===== src/rtl/rst_seq_pkg.sv =====
// Shared definitions for the staged reset sequencer: FSM state encodings and
// the width of the re-sequence event counter.
package rst_seq_pkg;

    typedef enum logic [1:0] {
        RESET     = 2'd0,
        WAIT_LOCK = 2'd1,
        RELEASE   = 2'd2,
        RUN       = 2'd3
    } state_e;

    localparam int RST_COUNT_W = 8;

endpackage


===== src/rtl/rst_seq_sync.sv =====
// Generic multi-flop synchronizer with asynchronous active-low clear; used both
// for reset-release synchronization and for bringing lock status into clk domain.
module rst_seq_sync #(
    parameter int DEPTH = 2
) (
    input  logic i_clk,
    input  logic i_rstn,
    input  logic i_d,
    output logic o_q
);

    logic [DEPTH-1:0] r_chain;

    always_ff @(posedge i_clk or negedge i_rstn) begin
        if (!i_rstn) begin
            r_chain <= '0;
        end else begin
            r_chain <= {r_chain[DEPTH-2:0], i_d};
        end
    end

    assign o_q = r_chain[DEPTH-1];

endmodule


===== src/rtl/rst_seq_gen.sv =====
// Staged reset sequencer: waits for synchronized reset release and a filtered
// lock indication, then releases NUM_STAGES resets in order with fixed spacing.
module rst_seq_gen
    import rst_seq_pkg::*;
#(
    parameter int NUM_STAGES  = 3,
    parameter int STAGE_DELAY = 16,
    parameter int LOCK_FILTER = 8,
    parameter int SYNC_DEPTH  = 2
) (
    input  logic                   clk_sys_i,
    input  logic                   rstn_i,
    input  logic                   locked_i,
    input  logic                   sw_rst_i,
    output logic [NUM_STAGES-1:0]  rstn_stage_o,
    output logic                   ready_o,
    output logic [1:0]             state_o,
    output logic [RST_COUNT_W-1:0] rst_count_o
);

    localparam int FILT_W = $clog2(LOCK_FILTER + 1);
    localparam int DLY_W  = $clog2(STAGE_DELAY + 1);
    localparam int IDX_W  = $clog2(NUM_STAGES + 1);

    logic w_rst_sync_n;
    logic w_locked_s;
    logic w_abort;
    logic w_filt_done;
    logic w_dly_done;
    logic w_last_stage;

    state_e                 r_state;
    logic [FILT_W-1:0]      r_filt;
    logic [DLY_W-1:0]       r_dly;
    logic [IDX_W-1:0]       r_idx;
    logic [NUM_STAGES-1:0]  r_stage;
    logic                   r_ready;
    logic [RST_COUNT_W-1:0] r_count;

    rst_seq_sync #(
        .DEPTH(SYNC_DEPTH)
    ) u_rst_sync (
        .i_clk (clk_sys_i),
        .i_rstn(rstn_i),
        .i_d   (1'b1),
        .o_q   (w_rst_sync_n)
    );

    rst_seq_sync #(
        .DEPTH(SYNC_DEPTH)
    ) u_lock_sync (
        .i_clk (clk_sys_i),
        .i_rstn(rstn_i),
        .i_d   (locked_i),
        .o_q   (w_locked_s)
    );

    assign w_abort      = !w_locked_s || sw_rst_i;
    assign w_filt_done  = (r_filt == FILT_W'(LOCK_FILTER - 1));
    assign w_dly_done   = (r_dly == DLY_W'(STAGE_DELAY - 1));
    assign w_last_stage = (r_idx == IDX_W'(NUM_STAGES - 1));

    always_ff @(posedge clk_sys_i or negedge rstn_i) begin
        if (!rstn_i) begin
            r_state <= RESET;
            r_filt  <= '0;
            r_dly   <= '0;
            r_idx   <= '0;
            r_stage <= '0;
            r_ready <= 1'b0;
            r_count <= '0;
        end else begin
            case (r_state)
                RESET: begin
                    if (w_rst_sync_n) begin
                        r_state <= WAIT_LOCK;
                    end
                end

                WAIT_LOCK: begin
                    if (w_abort) begin
                        r_filt <= '0;
                    end else if (w_filt_done) begin
                        r_filt  <= '0;
                        r_dly   <= '0;
                        r_idx   <= '0;
                        r_state <= RELEASE;
                    end else begin
                        r_filt <= r_filt + FILT_W'(1);
                    end
                end

                RELEASE, RUN: begin
                    // Abort wins over a stage release falling on the same edge.
                    if (w_abort) begin
                        r_stage <= '0;
                        r_ready <= 1'b0;
                        r_filt  <= '0;
                        r_state <= WAIT_LOCK;
                        if (r_count != '1) begin
                            r_count <= r_count + RST_COUNT_W'(1);
                        end
                    end else if (r_state == RELEASE) begin
                        if (w_dly_done) begin
                            // Stages release strictly in order, so a shift-in of ones suffices.
                            r_stage <= (r_stage << 1) | NUM_STAGES'(1);
                            r_idx   <= r_idx + IDX_W'(1);
                            r_dly   <= '0;
                            if (w_last_stage) begin
                                r_state <= RUN;
                                r_ready <= 1'b1;
                            end
                        end else begin
                            r_dly <= r_dly + DLY_W'(1);
                        end
                    end
                end

                default: r_state <= RESET;
            endcase
        end
    end

    assign rstn_stage_o = r_stage;
    assign ready_o      = r_ready;
    assign state_o      = r_state;
    assign rst_count_o  = r_count;

endmodule


===== config.mk =====
export PLATFORM = sky130hd
export DESIGN_NAME = rst_seq_gen
export DESIGN_NICKNAME = d
export VERILOG_FILES = /design/src/rtl/rst_seq_pkg.sv /design/src/rtl/rst_seq_sync.sv /design/src/rtl/rst_seq_gen.sv
export SDC_FILE = /design/constraint.sdc
export NUM_CORES = 1
export LEC_CHECK = 0
export BUFFER_PORTS_ARGS = -buffer_cell sky130_fd_sc_hd__buf_2
export CORE_AREA = 4 4 59 61
export CTS_CLUSTER_DIAMETER = 80
export DETAILED_ROUTE_END_ITERATION = 10
export DIE_AREA = 0 0 63 65
export PLACE_DENSITY = 0.76
export SYNTH_ARGS = -nofsm -noshare
export SYNTH_HDL_FRONTEND = slang
export SYNTH_SLANG_ARGS = --single-unit

===== constraint.sdc =====
create_clock -name clk_sys_i -period 1.67 [get_ports clk_sys_i]
set_input_delay 0.0835 -clock clk_sys_i [delete_from_list [all_inputs] [get_ports clk_sys_i]]
set_output_delay 0.0835 -clock clk_sys_i [all_outputs]
set_load 0.05 [all_outputs]

==> results.txt, run 1 <==
Global-route track usage on met3: 0.0451. The first global-routing pass estimated 5.21 mm of wire. STA classifies the critical path startpoint as a register. The share of post-route cells with drive strength above 1 works out to 0.264. The clock latency of the later-clocked register in the worst-skew pair was 0.32 ns. For the layout filler cell count, the log shows 275.

Most heavily used metal layer in global routing: met2. The number of setup buffers added after CTS is 0. On the critical path, the stage with the largest delay is an instance of dfrtp_2. Detailed placement ended at an HPWL of 2.21 mm. The worst slew margin relative to its limit is 0.575. Total of endpoints with negative setup slack in the final report: 0. CTS saw 29 sinks.

The logs give 0 ns for the final-layout setup total negative slack and 186 for the number of cells in the design after placement. Along the worst path, the maximum fanout reaches 7. The total CTS buffers is 5. The global routing usage on met1 is 0.191, and the clock transition time at the flip-flop clock pins of the worst setup and hold paths is 0.09 ns. After synthesis, the netlist uses 47 different library cells. The met2 layer usage reported by global route came out at 0.277.

The tools report the clock root buffer as clkbuf_4. The maximum cell stage delay along the critical path is 0.44 ns. For the pin with the worst max-slew slack, the measured transition is 0.638 ns. Sorting the synthesized cells by area gives the leading types as dfrtp_1 (50%), a21oi_1 (4.2%), ha_1 (3.5%). The final period demand of the worst path is 1.61 ns, and the global-route total usage across every layer is 0.161. Share of the yosys chip area belonging to registers: 0.503. The library cell occupying the most area in the post-synthesis netlist is dfrtp_1. The logs give 1.87 ns for the required arrival time at the worst endpoint and 2 for the number of buffers on the longest clock path. The critical path goes through ha_2 > and4_2 > a41o_1 > mux2_4.

The predominant post-synthesis flop cell is dfrtp_1. The synthesized design contains 29 register bits. The setup slack on the worst flop-to-flop path is 0.06 ns.

For the max capacitance violation total, the log shows 0. The combined area of all synthesized cells is 0.00144 mm^2. Start-to-end type of the worst setup path: register to register. The placeable core region is 0.00298 mm^2, and the area overhead of the layout relative to synthesis is 17.0%. Summed over all layers, the routed wires come to 3.00 mm. The net count of the finished layout is 170. The proportion of synthesized flip-flops having asynchronous set or reset was 1.00. Number of antenna violations at the first check in global routing: 0.

The tightest min-delay check is of the primary input to register type. The area enclosed by the die boundary is 0.00410 mm^2, and the number of global-route vias before repair is 1135. The startpoint identified for the worst hold timing path is sw_rst_i.

The power per cell area came out at 870 mW/mm^2. When the netlist entered floorplanning its net count stood at 146. The worst hold path was traced through 4 stages. Initial DRC count: 67. The initial standard-cell utilization of the core is 0.484. The die extent in x is 63 um, and the portion of synthesized cell area occupied by the leading cell type is 0.503. Pin placement for this block handled 18 I/O pins.

Routability-driven placement finished with a final weighted congestion of 0.943. For the number of detailed-routing iterations run before antenna repair, the log shows 4. The final route contains 1145 vias.

By count the netlist is led by dfrtp_1 (29), a21oi_1 (12), nand2_1 (8), nor2_1 (8), o21ai_0 (8). Excluding fillers, the count of instances in the completed layout stands at 196. For the number of levels the H-tree was split into, the log shows 2. The static leakage came out at 0.802 nW. The capture instance of the worst register-to-register path is rst_count_o[1]. Data arrival time of the critical path: 1.82 ns. Summing all flip-flop and latch instances after layout gives 729 um^2. The worst register-to-register path has a depth of 4. Most common cell in the synthesized netlist: dfrtp_1. Portion of the clock cycle consumed by the worst path in the final layout: 0.967. The final number of max-transition violations is 0. The quantity of I/O buffers inserted on ports came out at 17. The worst-case IR drop observed on VDD is 612 uV. The most critical setup path has its startpoint at rst_count_o[0]. The tools report the count of endpoints failing hold in the final timing report as 0. The synthesized area divided by synthesized cell count is 10.4 um^2. Dividing the detail-routed wire length by the instance count gives 15.3 um.

In this run, synthesis inferred 0 flip-flops with an integrated enable. The die span in y works out to 65 um. In this run the critical register-to-register path is launched from rst_count_o[0].

Setup repair after global routing left no endpoint under its margin. The tools report the destination of the worst hold path as r_dly[4]. The number of vias per cell was 5.84; the count of inserted antenna diode cells was 0. For this run, the number of Yosys warnings is 0.

Synthesis handed over a netlist of 138 instances. For this run, the top clock speed supported by timing is 619 MHz. In the final layout, the multi-input gates occupy 646 um^2. The tools report the number of nets with antenna violations after detailed routing as 0. Entering global routing, the biggest net connects 30 pins. TritonCTS built the clock tree. The total congestion overflow after global routing is 0. Between clock sinks in the finished design, the worst skew comes to 0.00858 ns. The flow ran to the end, and the final reports show no timing, DRC or antenna violations.

The floorplan has 20 rows. The worst setup path is captured at a register. The remaining routing DRC violations is 0.
==> power breakdown <==
group	internal, W	switching, W	leakage [nW]
Sequential	0.000709	0.00000453	0.360
Clock	0.000463	0.000249	0.0552
Combinational	0.0000152	0.0000263	0.386
==> metrics by stage <==
| step | hold slack (ns) | util | cell area, um^2 | total power (W) | setup WS (ns) |
|---|---|---|---|---|---|
| floorplan | -0.212 | - | 1450 | 0.000743 | -0.0537 |
| global placement | 0.137 | 0.525 | 1560 | 0.000764 | 0.120 |
| CTS | 0.217 | 0.566 | 1690 | 0.00148 | 0.0511 |
| global route | 0.232 | 0.566 | 1690 | 0.00153 | 0.00168 |
| finish | 0.221 | 0.566 | 1690 | 0.00147 | 0.0557 |
| detailed placement | 0.141 | 0.525 | 1560 | 0.000766 | 0.0686 |
==> cells by family after synthesis <==
kind of cell             count (synthesis)  share of synthesized area
multiplexers                             4                     0.0321
AO/OA/AOI/OAI                           37                      0.168
buffers and inverters                   13                     0.0512
AND/OR/NAND/NOR                         46                      0.183
adder cells (fa/ha/maj)                  4                     0.0347
flip-flops                              29                      0.503
other                                    1                    0.00260
XOR/XNOR                                 4                     0.0243
==> registers in the layout (all words and copies together) (netlist names) <==
signal,cells
r_idx,2
u_rst_sync.r_chain,2
rstn_stage_o,3
r_filt,4
state_o,2
r_dly,5
ready_o,1
u_lock_sync.r_chain,2
rst_count_o,8
==> worst max-delay path, delay by kind of cell, from the launching register on <==
kind / cells / cell delay (ns)
flops: 1 / 0.44
compound gates: 1 / 0.29
simple gates: 1 / 0.28
mux: 1 / 0.31
fa+ha+maj: 1 / 0.19
==> how the worst max path moves through the flow <==
stage / slack [ns] / endpoint / cells after the start
3_3_place_gp: 0.12 / rst_count_o[1] / 4
6_report: 0.06 / rst_count_o[1] / 4
4_1_cts: 0.05 / rst_count_o[1] / 4
3_5_place_dp: 0.07 / rst_count_o[1] / 4
2_1_floorplan: -0.05 / rst_count_o[1] / 5
5_1_grt: 0.002 / rst_count_o[1] / 4
==> repair_timing <==
item | 4_1_cts | 5_1_grt
setup endpoints to repair | 0 | 1
endpoints found under the hold margin | 30 | 0
resized for setup | 0 | 1
hold buffers | 2 | 0
==> final cells by class <==
cell class                      instances  share of cell area
Inverter                                6              0.0148
Sequential cell                        29               0.432
Clock buffer                            5              0.0223
Multi-Input combinational cell         96               0.383
Tap cell                               33              0.0245
Clock inverter                          3              0.0386
Timing Repair Buffer                   24              0.0846
==> layout by cell type (no fill, tap or decap), types with 5 or more instances in the layout <==
cell type and count:
dfrtp_1 26, buf_2 17, a21oi_1 12, nand2_1 8, nor2_1 8, o21ai_0 8, and3_1 6, inv_1 5
nand3_1 5, clkbuf_4 5, buf_4 5
==> routing by layer <==
layer	up-vias	routed length, um
met1	551	1290
met3	7	136
li1	552	-
met4	0	49
met2	35	1530
met5	-	0
No activity file was read; power rests on OpenSTA's default activity.
==> run 2, diff against run 1 <==
--- a/config.mk
+++ b/config.mk
@@ -6,11 +6,11 @@
 export NUM_CORES = 1
 export LEC_CHECK = 0
 export BUFFER_PORTS_ARGS = -buffer_cell sky130_fd_sc_hd__buf_2
-export CORE_AREA = 4 4 59 61
+export CORE_AREA = 4 4 56 63
 export CTS_CLUSTER_DIAMETER = 80
 export DETAILED_ROUTE_END_ITERATION = 10
-export DIE_AREA = 0 0 63 65
-export PLACE_DENSITY = 0.76
+export DIE_AREA = 0 0 60 67
+export PLACE_DENSITY = 0.77
 export SYNTH_ARGS = -nofsm -noshare
 export SYNTH_HDL_FRONTEND = slang
 export SYNTH_SLANG_ARGS = --single-unit
==> run 2 against run 1 <==
  * Critical path depth did not move
  * Count of clock-buffer cells in the layout rose by 1
  * Global-route usage rose by 0.51 points
  * Non-clock buffer count fell by 1
  * Clock skew rose by 0.0021 ns
  * Sequential share of layout area rose by 1.6 points
  * Die area fell by 1.8%
  * Wire length fell by 4.7%
  * Maximum frequency rose by 1.2%
  * Critical path type unchanged
  * Largest power group unchanged
==> results.txt, run 2 (synthesized netlist as in run 1, its figures left out) <==
Number of cells in the design after placement: 186 (unchanged). The power per cell area works out to 704 mW/mm^2 (-19%). The required arrival time at the worst endpoint is 1.87 ns (about the same), and the global-route total usage across every layer is 0.166 (+0.00514). The static leakage is 0.773 nW (-3.6%). The clock transition time at the flip-flop clock pins of the worst setup and hold paths is 0.09 ns (about the same), and the detailed-route wire length on metal 1 is 1.20 mm (-6.8%).

The final number of max-transition violations is 0 (unchanged), and the total number of clock tree sinks is 29 (unchanged). The die extent in x is 60 um (-4.8%). The worst setup path is captured at a register. The sum of met3 wire segment lengths after detailed routing is 132 um (-2.9%), and the share of post-route cells with drive strength above 1 is 0.247 (-0.0169). The library cells used most frequently in the layout, excluding fill and tap cells, are dfrtp_1 (26), buf_2 (17), a21oi_1 (12).

Relative to the synthesized area, the layout overhead comes to 12.9%. Total congestion overflow after global routing: 0 (unchanged). The run gives 30 (unchanged) as the pin count of the biggest net entering global routing. The upper clock frequency limit was 627 MHz (+1.2%). For the total via count in the routed design, the log shows 1147 (+0.17%).

The flip-flop count of the largest register after layout is 8 (unchanged), and the worst hold slack is 0.213 ns (-0.00854 ns). The logs give 0.08 ns (+0.02 ns) for the setup slack on the worst flop-to-flop path and 0 (unchanged) for the number of gates given a new drive strength after cts. The start-to-end type of the worst setup path is register to register. The logs give 21 (+5.0%) for the row count and 0.890 (-5.6%) for the final weighted congestion of routability-driven global placement. The run gives 2 (unchanged) as the number of levels the H-tree was split into.

The initial standard-cell utilization of the core is 0.490 (+0.00576), and the cell depth of the worst flop-to-flop path is 4 (unchanged). The worst slew margin relative to its limit is 0.583 (+0.00791), and the HPWL reported at the end of detailed placement is 2.08 mm (-5.8%). Setup repair after global routing left no endpoint under its margin. The run gives 5 (unchanged) as the total CTS buffers.

The worst setup path is launched from a register. The maximum fanout along the worst path was 7 (unchanged); the routed wire length on met2 was 1.50 mm (-1.9%). The number of global-route vias before repair is 1153 (+1.6%). Leaving out fill and tap cells, the most frequent cell in the layout is dfrtp_1. Number of nets with antenna violations after detailed routing: 0 (unchanged). The area enclosed by the die boundary is 0.00402 mm^2 (-1.8%), and the global-route wire length before repair is 4.90 mm (-6.0%).

The highest routing layer actually used was met4. The average detailed-routed wire length per instance was 14.6 um (-4.7%). The tightest min-delay check is of the primary input to register type. The final period demand of the worst path was 1.59 ns (-0.0197 ns). The tools report the total of endpoints with negative setup slack in the final report as 0 (unchanged). TritonCTS built the clock tree. The number of buffers added for setup after CTS is 0 (unchanged), and the number of nets at the end of the flow is 169 (-0.59%). Post-detailed-routing wire length: 2.86 mm (-4.7%). The flow ran to the end, and the final reports show no timing, DRC or antenna violations. The data arrival time of the critical path is 1.80 ns (-0.02 ns). The design area is 0.00163 mm^2 (-3.5%). The utilization after layout was 0.553 (-0.0132). The count of endpoints failing hold in the final timing report was 0 (unchanged).

The count of cells along the worst hold path works out to 4 (unchanged). The portion of the clock cycle consumed by the worst path in the final layout was 0.955 (-0.0118); the number of antenna violations at the first check in global routing was 0 (unchanged). The number of buffers on the longest clock path came out at 2 (unchanged).

For the cell area reported after detailed placement, the log shows 0.00156 mm^2 (-0.40%). The run gives 196 (unchanged) as the post-route non-filler standard cell count. The quantity of I/O buffers inserted on ports was 17 (unchanged). The number of vias per cell is 5.85 (+0.17%). The tree is rooted in a clkbuf_4.

Die span in y: 67 um (+3.1%). The run gives 0.00294 mm^2 (-1.2%) as the placeable core region. The remaining routing DRC violations was 0 (unchanged); the post-placement worst setup slack was 0.0866 ns (+0.0181 ns). Clock tree skew after final layout: 0.0107 ns (+0.00207 ns). The clock latency of the later-clocked register in the worst-skew pair came out at 0.32 ns (about the same). The run gives 0 (unchanged) as the count of inserted antenna diode cells. The number of detailed-routing iterations run before antenna repair is 4 (unchanged). Max capacitance violation total: 0 (unchanged).

Worst setup margin: 0.0754 ns (+0.0197 ns). Top-level I/O count: 18 (unchanged). The logs give 30 (-55%) for the initial DRC count and 411 uV (-33%) for the peak supply drop. The transition time at the pin with the least slew margin came out at 0.626 ns (-0.0119 ns).
[run 2: changes by cell type in the layout (fill, tap and decap cells not counted), sizes merged]
cell / before / now
clkbuf: 5 / 6
buf: 22 / 21
clkinv: 1 / 2
bufinv: 2 / 0
[run 2: what timing repair did]
item	CTS	global route
setup endpoints to repair	0	0
hold endpoints to repair	30	0
hold buffers	2	0
[run 2: power by group]
| part | switching (W) | leakage (nW) | total (W) | internal, W |
|---|---|---|---|---|
| logic | 0.0000264 | 0.381 | 0.0000416 | 0.0000152 |
| registers | 0.00000448 | 0.360 | 0.000713 | 0.000709 |
| clock network | 0.000231 | 0.0320 | 0.000391 | 0.000160 |
[run 2: worst paths after layout]
check | from | end
worst max-delay path | rst_count_o[0] | rst_count_o[1]
worst min-delay path | sw_rst_i | r_dly[4]
worst max register to register | rst_count_o[0] | rst_count_o[1]
worst min register to register | u_lock_sync.r_chain[0] | u_lock_sync.r_chain[1]
max in group asynchronous | rstn_i | rst_count_o[0]
min in group asynchronous | rstn_i | r_dly[4]
[run 2: layout make-up]
class                      instances  area (um^2)
timing repair buffer              23          135
clock inverter                     2         10.0
tap                               34         42.5
fill                             271         1320
inverter                           6         25.0
sequential                        29          729
clock buffer                       6         41.3
multi-input combinational         96          644
[run 2: through the flow]
stage                     total power (W)  setup TNS (ns)
after CTS                         0.00117               0
after detailed placement         0.000767               0
after floorplan                  0.000743         -0.0537
after global routing              0.00121               0
after global placement           0.000764               0
final                             0.00115               0
[run 2: worst max-delay path, stage by stage (launching register included)]
cell and delay (ns):
dfrtp_2 0.43, ha_2 0.19, and4_1 0.26, a41o_1 0.30, mux2_4 0.30
[run 2: routing by layer]
metal	global-route usage	vias to the layer above
li1	-	549
met1	0.186	564
met2	0.280	31
met3	0.0581	3
met4	0.0693	0
met5	0	-
